==> src/rtl/fifo_sync_param.sv <==
// fifo_sync_param: parametrised synchronous FIFO with registered read data, level flags and sticky error flags
module fifo_sync_param #(
  parameter int DATA_SIZE       = 8,
  parameter int ADDR_SIZE       = 2,
  parameter int ALMOST_FULL_TH  = 3,
  parameter int ALMOST_EMPTY_TH = 1
) (
  input  logic                 clk,
  input  logic                 reset,
  input  logic                 push,
  input  logic                 pop,
  input  logic [DATA_SIZE-1:0] data_in,
  input  logic                 clear_err,
  output logic [DATA_SIZE-1:0] data_out,
  output logic                 valid_out,
  output logic [ADDR_SIZE:0]   fifo_count,
  output logic                 full,
  output logic                 empty,
  output logic                 almost_full,
  output logic                 almost_empty,
  output logic                 overflow,
  output logic                 underflow
);
  localparam int DEPTH = 1 << ADDR_SIZE;
  localparam logic [ADDR_SIZE:0] DEPTH_C = (ADDR_SIZE+1)'(DEPTH);
  localparam logic [ADDR_SIZE:0] AF_C    = (ADDR_SIZE+1)'(ALMOST_FULL_TH);
  localparam logic [ADDR_SIZE:0] AE_C    = (ADDR_SIZE+1)'(ALMOST_EMPTY_TH);
  logic [DATA_SIZE-1:0] mem [DEPTH];
  logic [ADDR_SIZE-1:0] wr_ptr_q, wr_ptr_d, rd_ptr_q, rd_ptr_d;
  logic [ADDR_SIZE:0]   count_q, count_d;
  logic [DATA_SIZE-1:0] data_out_q, data_out_d;
  logic                 valid_q, valid_d, ovf_q, ovf_d, unf_q, unf_d;
  logic                 push_ok, pop_ok;
  assign full         = count_q == DEPTH_C;
  assign empty        = count_q == '0;
  assign almost_full  = count_q >= AF_C;
  assign almost_empty = count_q <= AE_C;
  assign fifo_count   = count_q;
  assign data_out     = data_out_q;
  assign valid_out    = valid_q;
  assign overflow     = ovf_q;
  assign underflow    = unf_q;
  // A pop on a full FIFO frees the slot the simultaneous push lands in.
  always_comb begin
    push_ok    = push & (~full | pop);
    pop_ok     = pop & ~empty;
    wr_ptr_d   = push_ok ? wr_ptr_q + 1'b1 : wr_ptr_q;
    rd_ptr_d   = pop_ok ? rd_ptr_q + 1'b1 : rd_ptr_q;
    count_d    = (push_ok & ~pop_ok) ? count_q + 1'b1 :
                 (pop_ok & ~push_ok) ? count_q - 1'b1 : count_q;
    data_out_d = pop_ok ? mem[rd_ptr_q] : data_out_q;
    valid_d    = pop_ok;
    ovf_d      = (push & ~push_ok) | (~clear_err & ovf_q);
    unf_d      = (pop & empty) | (~clear_err & unf_q);
  end
  always_ff @(posedge clk) if (push_ok) mem[wr_ptr_q] <= data_in;
  always_ff @(posedge clk or negedge reset) begin
    if (!reset) begin
      wr_ptr_q   <= '0;
      rd_ptr_q   <= '0;
      count_q    <= '0;
      data_out_q <= '0;
      valid_q    <= 1'b0;
      ovf_q      <= 1'b0;
      unf_q      <= 1'b0;
    end else begin
      wr_ptr_q   <= wr_ptr_d;
      rd_ptr_q   <= rd_ptr_d;
      count_q    <= count_d;
      data_out_q <= data_out_d;
      valid_q    <= valid_d;
      ovf_q      <= ovf_d;
      unf_q      <= unf_d;
    end
  end
endmodule

==> config.mk <==
export PLATFORM = sky130hd
export DESIGN_NAME = fifo_sync_param
export DESIGN_NICKNAME = d
export VERILOG_FILES = /design/src/rtl/fifo_sync_param.sv
export SDC_FILE = /design/constraint.sdc
export NUM_CORES = 1
export LEC_CHECK = 0
export BUFFER_PORTS_ARGS = -buffer_cell sky130_fd_sc_hd__buf_2
export CORE_MARGIN = 2
export CORE_UTILIZATION = 48
export DETAILED_ROUTE_END_ITERATION = 7
export PLACE_DENSITY = 0.74
export SLEW_MARGIN = 20
export SYNTH_ARGS = -nofsm -noshare
export SYNTH_HDL_FRONTEND = slang
export SYNTH_SLANG_ARGS = --single-unit
==> constraint.sdc <==
create_clock -name clk -period 5.6 [get_ports clk]
set_input_delay 0.28 -clock clk [delete_from_list [all_inputs] [get_ports clk]]
set_output_delay 0.28 -clock clk [all_outputs]
set_load 0.005 [all_outputs]
Word level (Yosys, flattened, before mapping):

Memory sizes are Yosys's and may differ from the RTL's. A register that Yosys moved wholly into a read port is not among the register bits.
Cells that the tools add are included.

* register bits after elaboration: 10
* bits in latches: 0
* bits in writable memories: 32
* memory bits (read-only): 0
* input bits: 13
* memories kept: 1

* add/sub/neg operators: 4
* $mul: 0
* divide/modulo/power cells: 0
* magnitude comparators: 2
* eq/ne operators: 1
* shift-type cells: 0
* mux-type cells: 4
* bitwise gates (word level): 16
* reduce and logical (&&, ||, !) cells: 3

Memory list
* mem: depth 4, width 8, read ports 1, clocked after memory_dff 1, wr ports 1, RTL line 28 `logic [DATA_SIZE-1:0] mem [DEPTH];`

Operators with widths (number)
* AND 1 bit: 8
* two-way mux 3 bit: 2
* inverter 1 bit: 5
* adder 2 x 1 -> 2 bit (second input constant): 2
* adder 3 x 1 -> 3 bit (second input constant): 1
* equality test 3 bit (second input constant): 1
* >= comparator 3 x 2 -> 1 bit (second input constant): 1
* less-or-equal comparator 3 x 1 -> 1 bit (second input constant): 1
* zero test 3 bit: 1
* bitwise OR 1 bit: 3
* subtractor 3 x 1 -> 3 bit (second input constant): 1
* two-way mux 1 bit: 2
* nonzero test 2 bit: 1
* zero test 1 bit: 1

Depth between registers and ports, before layout:

* word-level depth: 8
* mapped depth: 9
* depth with buffers taken out: 8

Worst setup path after synthesis:

No wires, ideal clock.

* path type: flip-flop to flip-flop
* start: register count_q[0] (netlist: fifo_count[0])
* end: register count_q[2] (netlist: fifo_count[2])
* setup time: 0.083 ns
* data arrival time: 1.723 ns
* slack: 3.794 ns
* cell stages (with the launch flop): 10
* path buffers: 1
* cell sequence: dfrtp_1 inv_1 ha_1 nand2b_1 nand2_1 buf_6 ha_1 nor3b_1 a21oi_1 o21ai_0

* word-level cells in the longest chain between the ends: 7
* elaborated cells between the ends (all ways): 16

Ends and longest elaborated chain
* from (decl): RTL line 30 `logic [ADDR_SIZE:0] count_q, count_d;`
* from (signal assigned): RTL line 69 `count_q <= count_d;`
* equality test 3 bit: RTL line 34 `assign full = count_q == DEPTH_C;`
* inverter 1 bit: RTL line 45 `push_ok = push & (~full | pop);`
* bitwise OR 1 bit: RTL line 45
* AND 1 bit: RTL line 45
* inverter 1 bit: RTL line 50 `(pop_ok & ~push_ok) ? count_q - 1'b1 : count_q;`
* AND 1 bit: RTL line 50
* nonzero test 2 bit (no line)

Several ways; a longest one is shown, not always the timed one. The select of a mux whose other input is x is not followed.
A chain may end at the register's enable or synchronous reset.

Final worst setup path:

Ends and elaborated chain as after synthesis.

==> qor.yml <==
floorplanning:
  die_y_um: 69.5
  die_width_um: 69.5
  placementRows: 23
  dieArea_um2: 4830
  coreArea_um2: 4060
  ios: 31
  start_util_pct: 50.8
logic_synthesis:
  synth_fp_nets: 142
  postSynthAreaPerCell_um2: 17.3
  synth_warnings: 0
  synthCells: 119
  synth_seq_cells: 50
  synth.yosys.seq_area_share_pct: 68.5
  synth.lib_cells_used.distinct: 21
  synth_area_um2: 2060
finish:
  final_common_cell: "edfxtp_1"
  final_nets: 176
  final_cell_mix: "edfxtp_1 (32), buf_2 (30), dfrtp_1 (18)"
  final_cell_area_um2: 2360
  diodes: 0
  stdcell_count: 204
  synthToLayoutAreaGrowth_pct: 14.5
  drive_gt1_share_pct: 34.4
  post-route-util_pct: 58.1
cts:
  ctsResizeCount: 0
  clk_latency_ns: 0.29
  cts_made_buffers: 5
  post_cts_buffers: 0
  cts_tree: "built"
  clk_root_buffer_cell: "clkbuf_8"
  clkSinkCount: 50
  cts_max_level: 2
  clk_pin_slew_ns: 0.09
  holdBufCountCts: 1
  clk_path_buf_depth: 2
run_status:
  outcome: "finished, final reports clean"
sta:
  hold-worst-slack_ns: 0.197
  post-route-period-util_pct: 39.2
  worst-slew-pin-transition_ns: 0.608
  hold_viol: 0
  slew_headroom_pct: 59.5
  fmax_mhz: 455
  rsz0062_at_grt: "false"
  setup_viol: 0
  maxSlewViolCount: 0
  setup-tns-final_ns: 0
  finClkSkew_ns: 0.00741
  min_period_ns: 2.20
min_path:
  hold_depth: 1
  hold_path_class: "in -> reg"
global_routing:
  grt_pass1_wl_mm: 5.38
  antenna_found_initial: 0
  grt_remaining_overflow: 0
  grt_max_degree: 19
  first_global_vias: 1112
  grt_usage_pct: 14.7
setup_path:
  ff2ff_path_depth: 8
  critPathRequiredTime_ns: 5.81
  endpoint_kind: "flip-flop"
  arrival_ns: 2.41
  cp_max_fo: 11
  path_class: "reg -> reg"
  worstSetupStartpointType: "flip-flop"
place:
  placed_cells_incl_taps: 195
  dpl_cell_area_um2: 2240
  gp_congestion: 0.744
  post-dp-hpwl_mm: 2.22
  io_buffers: 30
detailed_routing:
  drt_first_pass_iters: 3
  drc: 0
  dr.first_iter.drc_count: 31
  ant_nets: 0
  totalWireLength_mm: 3.18
  viasPerCell: 5.10
  routedWlPerCell_um: 15.6
  num_vias: 1041
run:
  max-cap-violations: 0
power:
  cellLeakagePower_uw: 0.000973
  ir_worst_vdd_uv: 282
  power_density_nw_per_um2: 510
==> layer usage <==
metal,vias to the layer above,track usage [%],part of all wire (%)
li1,502,-,-
met1,512,17.5,42
met2,22,25.9,53
met3,5,3.20,3.8
met4,0,5.88,1.2
met5,-,0,0
==> registers in the layout, indices dropped and copies added, names as in the netlist <==
signal      cells
valid_out       1
wr_ptr_q        2
overflow        1
rd_ptr_q        2
underflow       1
mem            32
data_out        8
fifo_count      3
==> critical path: stages (launching register included) <==
cell	delay (ns)
dfrtp_1	0.44
inv_1	0.12
ha_1	0.22
nand2b_1	0.10
nand2_1	0.31
ha_1	0.49
nor3b_1	0.21
a21oi_1	0.06
o21ai_0	0.17
==> final timing paths <==
kind                                            from                         to  slack, ns
min in group asynchronous                      reset         overflow$_DFF_PN0_       0.43
max in group asynchronous                      reset    data_out[3]$_DFFE_PN0P_       4.87
hold reg to reg                   overflow$_DFF_PN0_         overflow$_DFF_PN0_       0.51
setup / recovery           fifo_count[0]$_DFFE_PN0P_  fifo_count[2]$_DFFE_PN0P_       3.40
hold / removal                            data_in[6]        mem[0][6]$_DFFE_PP_       0.20
setup reg to reg           fifo_count[0]$_DFFE_PN0P_  fifo_count[2]$_DFFE_PN0P_       3.40
==> cell type report <==
| class | count | area (µm²) |
|---|---|---|
| inverter | 10 | 37.5 |
| multi-input combinational | 55 | 579 |
| clock buffer | 6 | 72.6 |
| timing repair buffer | 31 | 160 |
| fill | 324 | 1700 |
| tap | 50 | 62.6 |
| sequential | 50 | 1410 |
| clock inverter | 2 | 33.8 |
==> power by group <==
part | internal [µW] | leakage (µW) | switching [µW]
logic | 206 | 0.000411 | 162
clock network | 132 | 0.0000528 | 111
registers | 508 | 0.000508 | 83.2
==> kinds of logic after synthesis <==
group,Yosys count,synth area share [%]
flip-flops,50,68.5
AND/OR/NAND/NOR,14,3.58
XOR/XNOR,5,2.13
multiplexers,17,13.7
AO/OA/AOI/OAI,9,2.67
buffers and inverters,14,3.34
adder cells (fa/ha/maj),10,6.08
==> cell usage after synthesis <==
cell type | n | share of area [%]
a22o_1 | 2 | 0.85
mux4_2 | 8 | 8.7
buf_6 | 2 | 1.1
edfxtp_1 | 32 | 47
o21a_1 | 1 | 0.36
clkbuf_1 | 1 | 0.18
xnor2_1 | 4 | 1.7
nand2b_1 | 1 | 0.30
and2_1 | 4 | 1.2
nand3_1 | 1 | 0.24
a21oi_1 | 3 | 0.73
xor2_1 | 1 | 0.43
ha_1 | 10 | 6.1
o21ai_0 | 3 | 0.73
mux2_2 | 9 | 4.9
inv_1 | 10 | 1.8
nand2_1 | 3 | 0.55
dfrtp_1 | 18 | 22
clkbuf_2 | 1 | 0.24
nor3b_1 | 2 | 0.73
nor2_1 | 3 | 0.55
==> stage by stage <==
step                      setup slack [ns]  total power [µW]
after CTS                             3.38              1220
after global placement                3.55               958
final                                 3.40              1200
after floorplan                       3.79               853
after global routing                  3.19              1290
after detailed placement              3.38               979
(Power assumes the default switching activity.)
